### src/rtl/au_op_sequencer.sv
// rtl/au_op_sequencer.sv - registered handshake front/back end for the 4-bit AU
// Drives AU operands from registers, waits for the AU to settle, then captures {Cout,D}.
module au_op_sequencer #(
  parameter int SETTLE_CYCLES = 2,
  parameter int CNT_W         = 8
) (
  input  logic             CLK,
  input  logic             RST,
  input  logic             in_valid,
  output logic             in_ready,
  input  logic [3:0]       in_a,
  input  logic [3:0]       in_b,
  input  logic [2:0]       in_mode,
  input  logic             in_acc,
  output logic [3:0]       au_a,
  output logic [3:0]       au_b,
  output logic [1:0]       au_s,
  output logic             au_cin,
  input  logic [3:0]       au_d,
  input  logic             au_cout,
  output logic             res_valid,
  input  logic             res_ready,
  output logic [4:0]       res_data,
  output logic             res_zero,
  output logic [3:0]       acc,
  output logic [CNT_W-1:0] op_count
);

  typedef enum logic [1:0] {IDLE, SETTLE, RESULT} state_t;

  localparam logic [3:0] CNT_INIT = 4'(SETTLE_CYCLES - 1);

  state_t           state_q;
  logic [3:0]       cnt_q;
  logic             in_ready_q;
  logic             res_valid_q;
  logic [3:0]       au_a_q;
  logic [3:0]       au_b_q;
  logic [1:0]       au_s_q;
  logic             au_cin_q;
  logic [4:0]       res_data_q;
  logic             res_zero_q;
  logic [3:0]       acc_q;
  logic [CNT_W-1:0] op_count_q;

  logic [3:0]       au_a_d;
  logic [CNT_W-1:0] op_count_d;

  // Accumulate mode feeds the previous AU result back in as operand A.
  assign au_a_d     = in_acc ? acc_q : in_a;
  assign op_count_d = op_count_q + CNT_W'(1);

  always_ff @(posedge CLK or posedge RST) begin
    if (RST) begin
      state_q     <= IDLE;
      cnt_q       <= 4'd0;
      in_ready_q  <= 1'b1;
      res_valid_q <= 1'b0;
      au_a_q      <= 4'd0;
      au_b_q      <= 4'd0;
      au_s_q      <= 2'd0;
      au_cin_q    <= 1'b0;
      res_data_q  <= 5'd0;
      res_zero_q  <= 1'b1;
      acc_q       <= 4'd0;
      op_count_q  <= '0;
    end else begin
      case (state_q)
        IDLE: begin
          if (in_valid) begin
            au_a_q              <= au_a_d;
            au_b_q              <= in_b;
            {au_s_q, au_cin_q}  <= in_mode;
            cnt_q               <= CNT_INIT;
            in_ready_q          <= 1'b0;
            state_q             <= SETTLE;
          end
        end
        SETTLE: begin
          if (cnt_q != 4'd0) begin
            cnt_q <= cnt_q - 4'd1;
          end else begin
            res_data_q  <= {au_cout, au_d};
            res_zero_q  <= (au_d == 4'd0);
            acc_q       <= au_d;
            op_count_q  <= op_count_d;
            res_valid_q <= 1'b1;
            state_q     <= RESULT;
          end
        end
        RESULT: begin
          if (res_ready) begin
            res_valid_q <= 1'b0;
            in_ready_q  <= 1'b1;
            state_q     <= IDLE;
          end
        end
        default: begin
          state_q    <= IDLE;
          in_ready_q <= 1'b1;
        end
      endcase
    end
  end

  assign in_ready  = in_ready_q;
  assign res_valid = res_valid_q;
  assign au_a      = au_a_q;
  assign au_b      = au_b_q;
  assign au_s      = au_s_q;
  assign au_cin    = au_cin_q;
  assign res_data  = res_data_q;
  assign res_zero  = res_zero_q;
  assign acc       = acc_q;
  assign op_count  = op_count_q;

endmodule

### config.mk
export PLATFORM = sky130hd
export DESIGN_NAME = au_op_sequencer
export DESIGN_NICKNAME = d
export VERILOG_FILES = /design/src/rtl/au_op_sequencer.sv
export SDC_FILE = /design/constraint.sdc
export NUM_CORES = 1
export LEC_CHECK = 0
export ABC_AREA = 1
export CORE_MARGIN = 2
export CORE_UTILIZATION = 39
export DETAILED_ROUTE_END_ITERATION = 10
export GPL_TIMING_DRIVEN = 0
export PLACE_DENSITY_LB_ADDON = 0.05
export SLEW_MARGIN = 20
export SYNTH_ARGS = -nofsm -noshare
export SYNTH_HDL_FRONTEND = slang
export SYNTH_SLANG_ARGS = --single-unit
### constraint.sdc
create_clock -name CLK -period 1.6 [get_ports CLK]
set_clock_uncertainty 0.05 [all_clocks]
set_input_delay 0.32 -clock CLK [delete_from_list [all_inputs] [get_ports CLK]]
set_output_delay 0.32 -clock CLK [all_outputs]
set_load 0.005 [all_outputs]
==> impl_metrics.env, run 1 <==
export IMPL_p_comb_share_pct=47.6
export IMPL_drt_pass1_iterations=4
export IMPL_hold_buffers=0
export IMPL_synth_nets=212
export IMPL_seq_power_share_pct=35.3
export IMPL_grt_max_degree=34
export IMPL_swShare_pct=35.0
export IMPL_ys_warnings_count=0
export IMPL_routed_via_density=4.48
export IMPL_clkSinkCount=33
export IMPL_syn_inst=189
export IMPL_total_power_w=0.00407
export IMPL_final_cell_area_um2=2310
export IMPL_grt_overflow=0
export IMPL_drc=0
export IMPL_crit_buf_inv=1
export IMPL_p_leak_nw=1.13
export IMPL_io_pins=52
export IMPL_dr_first_iter_drc_count=93
export IMPL_min_path_type="in -> async"
export IMPL_cp_top_family="buffers and inverters"
export IMPL_drive_gt1_share_pct=15.6
export IMPL_netlist_area_leader_share_pct=49.2
export IMPL_cts_buffers=5
export IMPL_synth_edf_count=0
export IMPL_worstMarginPinSlew_ns=0.664
export IMPL_max_slew_margin_pct=55.7
export IMPL_place_area_um2=2150
export IMPL_synth_top_area_cell="dfrtp_1"
export IMPL_final_cells=307
export IMPL_wl_met1_um=1530
export IMPL_cts_root_buffer="clkbuf_8"
export IMPL_synth_area_leaders="dfrtp_1 (49%), nand2_1 (17%), inv_1 (5.2%), o21ai_0 (4.1%), dfstp_2 (3.3%)"
export IMPL_place_congestion=0.719
export IMPL_synth_avg_cell_area_um2=8.33
export IMPL_synth_most_common_cell="nand2_1"
export IMPL_yosys_register_bits=33
export IMPL_wl_per_cell_um=10.9
export IMPL_cts_tree="done"
export IMPL_h_tree_depth=2
export IMPL_met3_length_um=226
export IMPL_design_die_area_um2=4560
export IMPL_grt_pass1_wl_um=5420
export IMPL_design_core_area_um2=3940
export IMPL_crit_type="reg -> out"
export IMPL_ys_types=23
export IMPL_ir_worst_vdd_mv=0.819
export IMPL_slew_violations=0
export IMPL_clockBufferDepth=2
export IMPL_critPathLaunchType="flip-flop"
export IMPL_grt_total_usage_pct=16.3
export IMPL_arrival_ns=1.17
export IMPL_row_count=23
export IMPL_cap_violations=0
export IMPL_start_util_pct=40.0
export IMPL_seq_area_frac_synth_pct=52.6
export IMPL_p_per_area_nw_per_um2=1760
export IMPL_die_w_um=67.6
export IMPL_fin_crit_ns=1.54
export IMPL_dp_cells=290
export IMPL_synthArstFlopShare_pct=100
export IMPL_totalWireLength_um=3350
export IMPL_p_int_w=0.00264
export IMPL_port_buffers=51
export IMPL_clk_latency_ns=0.29
export IMPL_post_route_period_util_pct=96.2
export IMPL_synth_commonest_cells="nand2_1 (71), dfrtp_1 (31), inv_1 (22), o21ai_0 (13), nor2_1 (12)"
export IMPL_cp_cell_sequence="clkdlybuf4s50_1"
export IMPL_max_stage_delay_ns=0.51
export IMPL_die_y_um=67.6
export IMPL_cp_max_fo=3
export IMPL_met2WireLength_um=1540
export IMPL_ant_nets=0
export IMPL_clk_pin_slew_ns=0.07
export IMPL_end_kind="primary output"
export IMPL_highest_layer="met4"
export IMPL_ys_flop_type="dfrtp_1"
export IMPL_grt_pass1_vias=1227
export IMPL_cp_slowest_cell="clkdlybuf4s50_1"
export IMPL_clkPwrFrac_pct=17.1
export IMPL_required_ns=1.23
export IMPL_post_dp_hpwl_um=2400
export IMPL_nets=279
export IMPL_rsz0062_at_grt="no"
export IMPL_setup_viol=0
export IMPL_fmax_mhz=649
export IMPL_fin_hold_ws_ns=0.397
export IMPL_status="finished, final reports clean"
export IMPL_dr_total_vias=1376
export IMPL_p_switching_w=0.00142
export IMPL_diodes=0
export IMPL_synthToLayoutAreaGrowth_pct=46.9
export IMPL_antenna_found_initial=0
export IMPL_hold_violations=0
export IMPL_final_util_pct=58.7
export IMPL_synthesis_area_um2=1580
-- cells by family after synthesis --
family | Yosys count | share of synthesized area [%]
AOI/OAI and AO/OA | 21 | 7.86
xor gates and xnor gates | 3 | 1.67
adders and majority gates | 2 | 1.59
buffers and inverters | 29 | 9.06
DFF | 33 | 52.6
and+or+nand+nor | 101 | 27.2
-- final cells by class --
class                      count  area (µm²)
fill                         374        1630
tap                           50        62.6
timing repair buffer          60         573
clock buffer                   7        96.3
sequential                    33         830
buffer                         7        60.1
inverter                      22        82.6
multi-input combinational    127         604
clock inverter                 1        5.00
-- sequential cells by signal, indices dropped and copies added, names as in the netlist --
signal and count:
cnt_q 4, res_valid 1, res_zero 1, au_cin 1, au_b 4, state_q 2, in_ready 1, au_a 4
op_count 8, au_s 2, res_data 5
-- power by group through the flow --
| stage | combinational [W] | sequential, W | clock (W) |
|---|---|---|---|
| 6_report | 0.00193 | 0.00144 | 0.000697 |
| 3_5_place_dp | 0.00190 | 0.00147 | 0 |
| 5_1_grt | 0.00217 | 0.00148 | 0.000762 |
| 4_1_cts | 0.00193 | 0.00144 | 0.000721 |
| 2_1_floorplan | 0.000990 | 0.00147 | 0 |
| 3_3_place_gp | 0.00186 | 0.00148 | 0 |
-- worst paths after layout --
path,from,endpoint,slack [ns],depth (start not counted)
min in group CLK,in_ready$_DFFE_PP1P_,in_ready$_DFFE_PP1P_,0.42,2
worst max-delay path,res_data[0]$_DFFE_PP0P_,acc[0],0.06,1
worst min register to register,in_ready$_DFFE_PP1P_,in_ready$_DFFE_PP1P_,0.42,2
max in group asynchronous,RST,op_count[2]$_DFFE_PP0P_,0.63,2
worst max register to register,cnt_q[0]$_DFFE_PP0P_,res_data[3]$_DFFE_PP0P_,0.17,6
worst min-delay path,RST,au_a[1]$_DFFE_PP0P_,0.40,2
-- cell usage in the layout (no fill, tap or decap), drive strengths merged --
cell	synthesis	layout
dfstp	2	2
nand3b	1	1
clkdlybuf4s50	0	44
nor3	1	1
xor2	1	1
nand2	74	74
dlygate4sd2	0	6
inv	22	22
ha	2	2
dlymetal6s2s	0	1
o21ai	17	17
nand4	1	1
nor2	16	16
clkbuf	0	7
clkinv	0	1
nand3	8	8
o31ai	1	1
o22ai	1	1
dfrtp	31	31
xnor2	2	2
a21oi	2	2
buf	7	16
-- layer usage --
metal / vias to the layer above / track usage, %
met1: 610 / 20.0
met3: 6 / 6.83
met4: 0 / 6.12
met2: 40 / 25.4
met5: - / 0
li1: 720 / -
-- metrics by stage --
stage,worst slack [ns],setup TNS (ns)
floorplan,0.317,0
global route,0.00822,0
detailed placement,0.0641,0
global placement,-0.298,-9.31
finish,0.0601,0
CTS,0.00619,0
-- worst reg2reg max path: cells and delay by family (launching register included) --
| family | cells | cell delay [ns] |
|---|---|---|
| AOI/OAI and AO/OA | 1 | 0.08 |
| and+or+nand+nor | 2 | 0.28 |
| adders and majority gates | 1 | 0.24 |
| DFF | 1 | 0.38 |
| buffers and inverters | 2 | 0.29 |
-- timing repair --
| item | CTS | global route |
|---|---|---|
| setup buffers | 6 | 3 |
| endpoints found under the setup margin | 11 | 4 |
| resized for setup | 7 | 1 |
| gates cloned | 0 | 0 |
Power figures use the tool's default switching activity.
==> run 2: changes to the inputs <==
--- a/config.mk
+++ b/config.mk
@@ -10,7 +10,7 @@
 export CORE_UTILIZATION = 39
 export DETAILED_ROUTE_END_ITERATION = 10
 export GPL_TIMING_DRIVEN = 0
-export PLACE_DENSITY_LB_ADDON = 0.05
+export PLACE_DENSITY = 0.79
 export SLEW_MARGIN = 20
 export SYNTH_ARGS = -nofsm -noshare
 export SYNTH_HDL_FRONTEND = slang
==> run 2 against run 1 <==
  * Via count up 0.80%
  * Setup slack better by 0.0094 ns
  * Register-to-register slack better by 0.02 ns
  * Sequential cell count unchanged
  * Combinational power about the same
  * Global-route usage up 0.37 points
  * Hold slack better by 0.015 ns
  * Total power down 2.7%
  * Critical path depth unchanged
  * Utilization down 0.63 points
  * Sequential power about the same
  * Sequential share of layout area up 0.34 points
  * Critical endpoint is now acc[2]
  * Largest cell class unchanged
  * Highest routed layer unchanged
==> impl_metrics.env, run 2 (synthesized netlist as in run 1, its figures left out) <==
export IMPL_antenna_found_initial=0
export IMPL_cts_tree="done"
export IMPL_dr_total_vias=1387
export IMPL_dr_first_iter_drc_count=105
export IMPL_post_dp_hpwl_um=2440
export IMPL_cp_slowest_cell="clkdlybuf4s50_1"
export IMPL_setup_viol=0
export IMPL_cp_cell_sequence="clkdlybuf4s50_1"
export IMPL_row_count=23
export IMPL_io_pins=52
export IMPL_final_cells=306
export IMPL_max_stage_delay_ns=0.52
export IMPL_min_path_type="in -> async"
export IMPL_ir_worst_vdd_mv=0.725
export IMPL_crit_type="reg -> out"
export IMPL_ant_nets=0
export IMPL_crit_buf_inv=1
export IMPL_largest_reg_flops=8
export IMPL_end_kind="primary output"
export IMPL_fin_crit_ns=1.53
export IMPL_cts_buffers=5
export IMPL_grt_pass1_vias=1282
export IMPL_cp_top_family="buffers and inverters"
export IMPL_grt_total_usage_pct=16.6
export IMPL_cp_max_fo=3
export IMPL_clk_latency_ns=0.28
export IMPL_clkSinkCount=33
export IMPL_drt_pass1_iterations=4
export IMPL_p_per_area_nw_per_um2=1730
export IMPL_design_core_area_um2=3940
export IMPL_required_ns=1.23
export IMPL_arrival_ns=1.16
export IMPL_diodes=0
export IMPL_reg2reg_slack_ns=0.19
export IMPL_clk_pin_slew_ns=0.06
export IMPL_p_leak_nw=1.12
export IMPL_clockBufferDepth=2
export IMPL_dp_slack_ns=0.0678
export IMPL_synthToLayoutAreaGrowth_pct=45.3
export IMPL_drive_gt1_share_pct=14.8
export IMPL_grt_overflow=0
export IMPL_final_util_pct=58.0
export IMPL_drc=0
export IMPL_layout_common_cells="nand2_1 (71), clkdlybuf4s50_1 (44), dfrtp_1 (31), inv_1 (21)"
export IMPL_grt_pass1_wl_um=5710
export IMPL_port_buffers=51
export IMPL_fmax_mhz=653
export IMPL_die_w_um=67.6
export IMPL_cts_root_buffer="clkbuf_8"
export IMPL_finalSetupTns_ns=0
export IMPL_wl_per_cell_um=11.0
export IMPL_die_y_um=67.6
export IMPL_dp_cells=290
export IMPL_critPathLaunchType="flip-flop"
export IMPL_status="finished, final reports clean"
export IMPL_design_die_area_um2=4560
export IMPL_totalWireLength_um=3360
export IMPL_start_util_pct=40.0
export IMPL_final_common_cell="nand2_1"
export IMPL_grt_max_degree=34
export IMPL_h_tree_depth=2
export IMPL_cap_violations=0
export IMPL_routed_via_density=4.53
export IMPL_setup_ws_ns=0.0695
export IMPL_post_route_period_util_pct=95.7
export IMPL_nets=278
export IMPL_rsz0062_at_grt="no"
export IMPL_max_slew_margin_pct=54.4
export IMPL_slew_violations=0
export IMPL_hold_violations=0
export IMPL_worstMarginPinSlew_ns=0.683
export IMPL_place_congestion=0.718
-- run 2: through the flow --
stage | power (W) | hold WS (ns) | area [µm²]
6_report | 0.00396 | 0.412 | 2290
5_1_grt | 0.00437 | 0.451 | 2290
4_1_cts | 0.00399 | 0.424 | 2250
3_5_place_dp | 0.00338 | 0.415 | 2150
3_3_place_gp | 0.00331 | 0.405 | 2150
2_1_floorplan | 0.00246 | 0.380 | 1580
-- run 2: layout make-up --
class / instances / area [µm²]
fill: 357 / 1650
sequential: 33 / 828
multi-input combinational: 127 / 607
timing repair buffer: 59 / 566
inverter: 22 / 82.6
clock buffer: 6 / 72.6
tap: 50 / 62.6
buffer: 7 / 60.1
clock inverter: 2 / 10.0
-- run 2: what timing repair did --
item                       in CTS  in global routing
hold endpoints to repair        0                  0
hold buffers                    0                  0
pin swaps                       0                  0
resized for setup               6                  2
setup endpoints to repair       9                  5
buffers inserted                4                  4
-- run 2: final timing paths --
path / start / endpoint / depth (start not counted)
max in group asynchronous: RST / op_count[0]$_DFFE_PP0P_ / 2
min in group CLK: in_ready$_DFFE_PP1P_ / in_ready$_DFFE_PP1P_ / 2
hold reg to reg: in_ready$_DFFE_PP1P_ / in_ready$_DFFE_PP1P_ / 2
setup reg to reg: cnt_q[0]$_DFFE_PP0P_ / res_data[3]$_DFFE_PP0P_ / 6
hold / removal: RST / au_a[1]$_DFFE_PP0P_ / 2
setup / recovery: res_data[2]$_DFFE_PP0P_ / acc[2] / 1
-- run 2: report_power, final --
| part | internal (W) | switching, W |
|---|---|---|
| clock | 0.000301 | 0.000288 |
| sequential | 0.00120 | 0.000225 |
| combinational | 0.00104 | 0.000897 |
| total | 0.00255 | 0.00141 |
-- run 2: per-layer routing --
layer	global-route usage (%)	wire (µm)	vias up
met1	22.5	1490	633
met3	4.33	208	5
met2	26.0	1630	37
li1	-	-	712
met5	0	0	-
met4	5.36	36	0
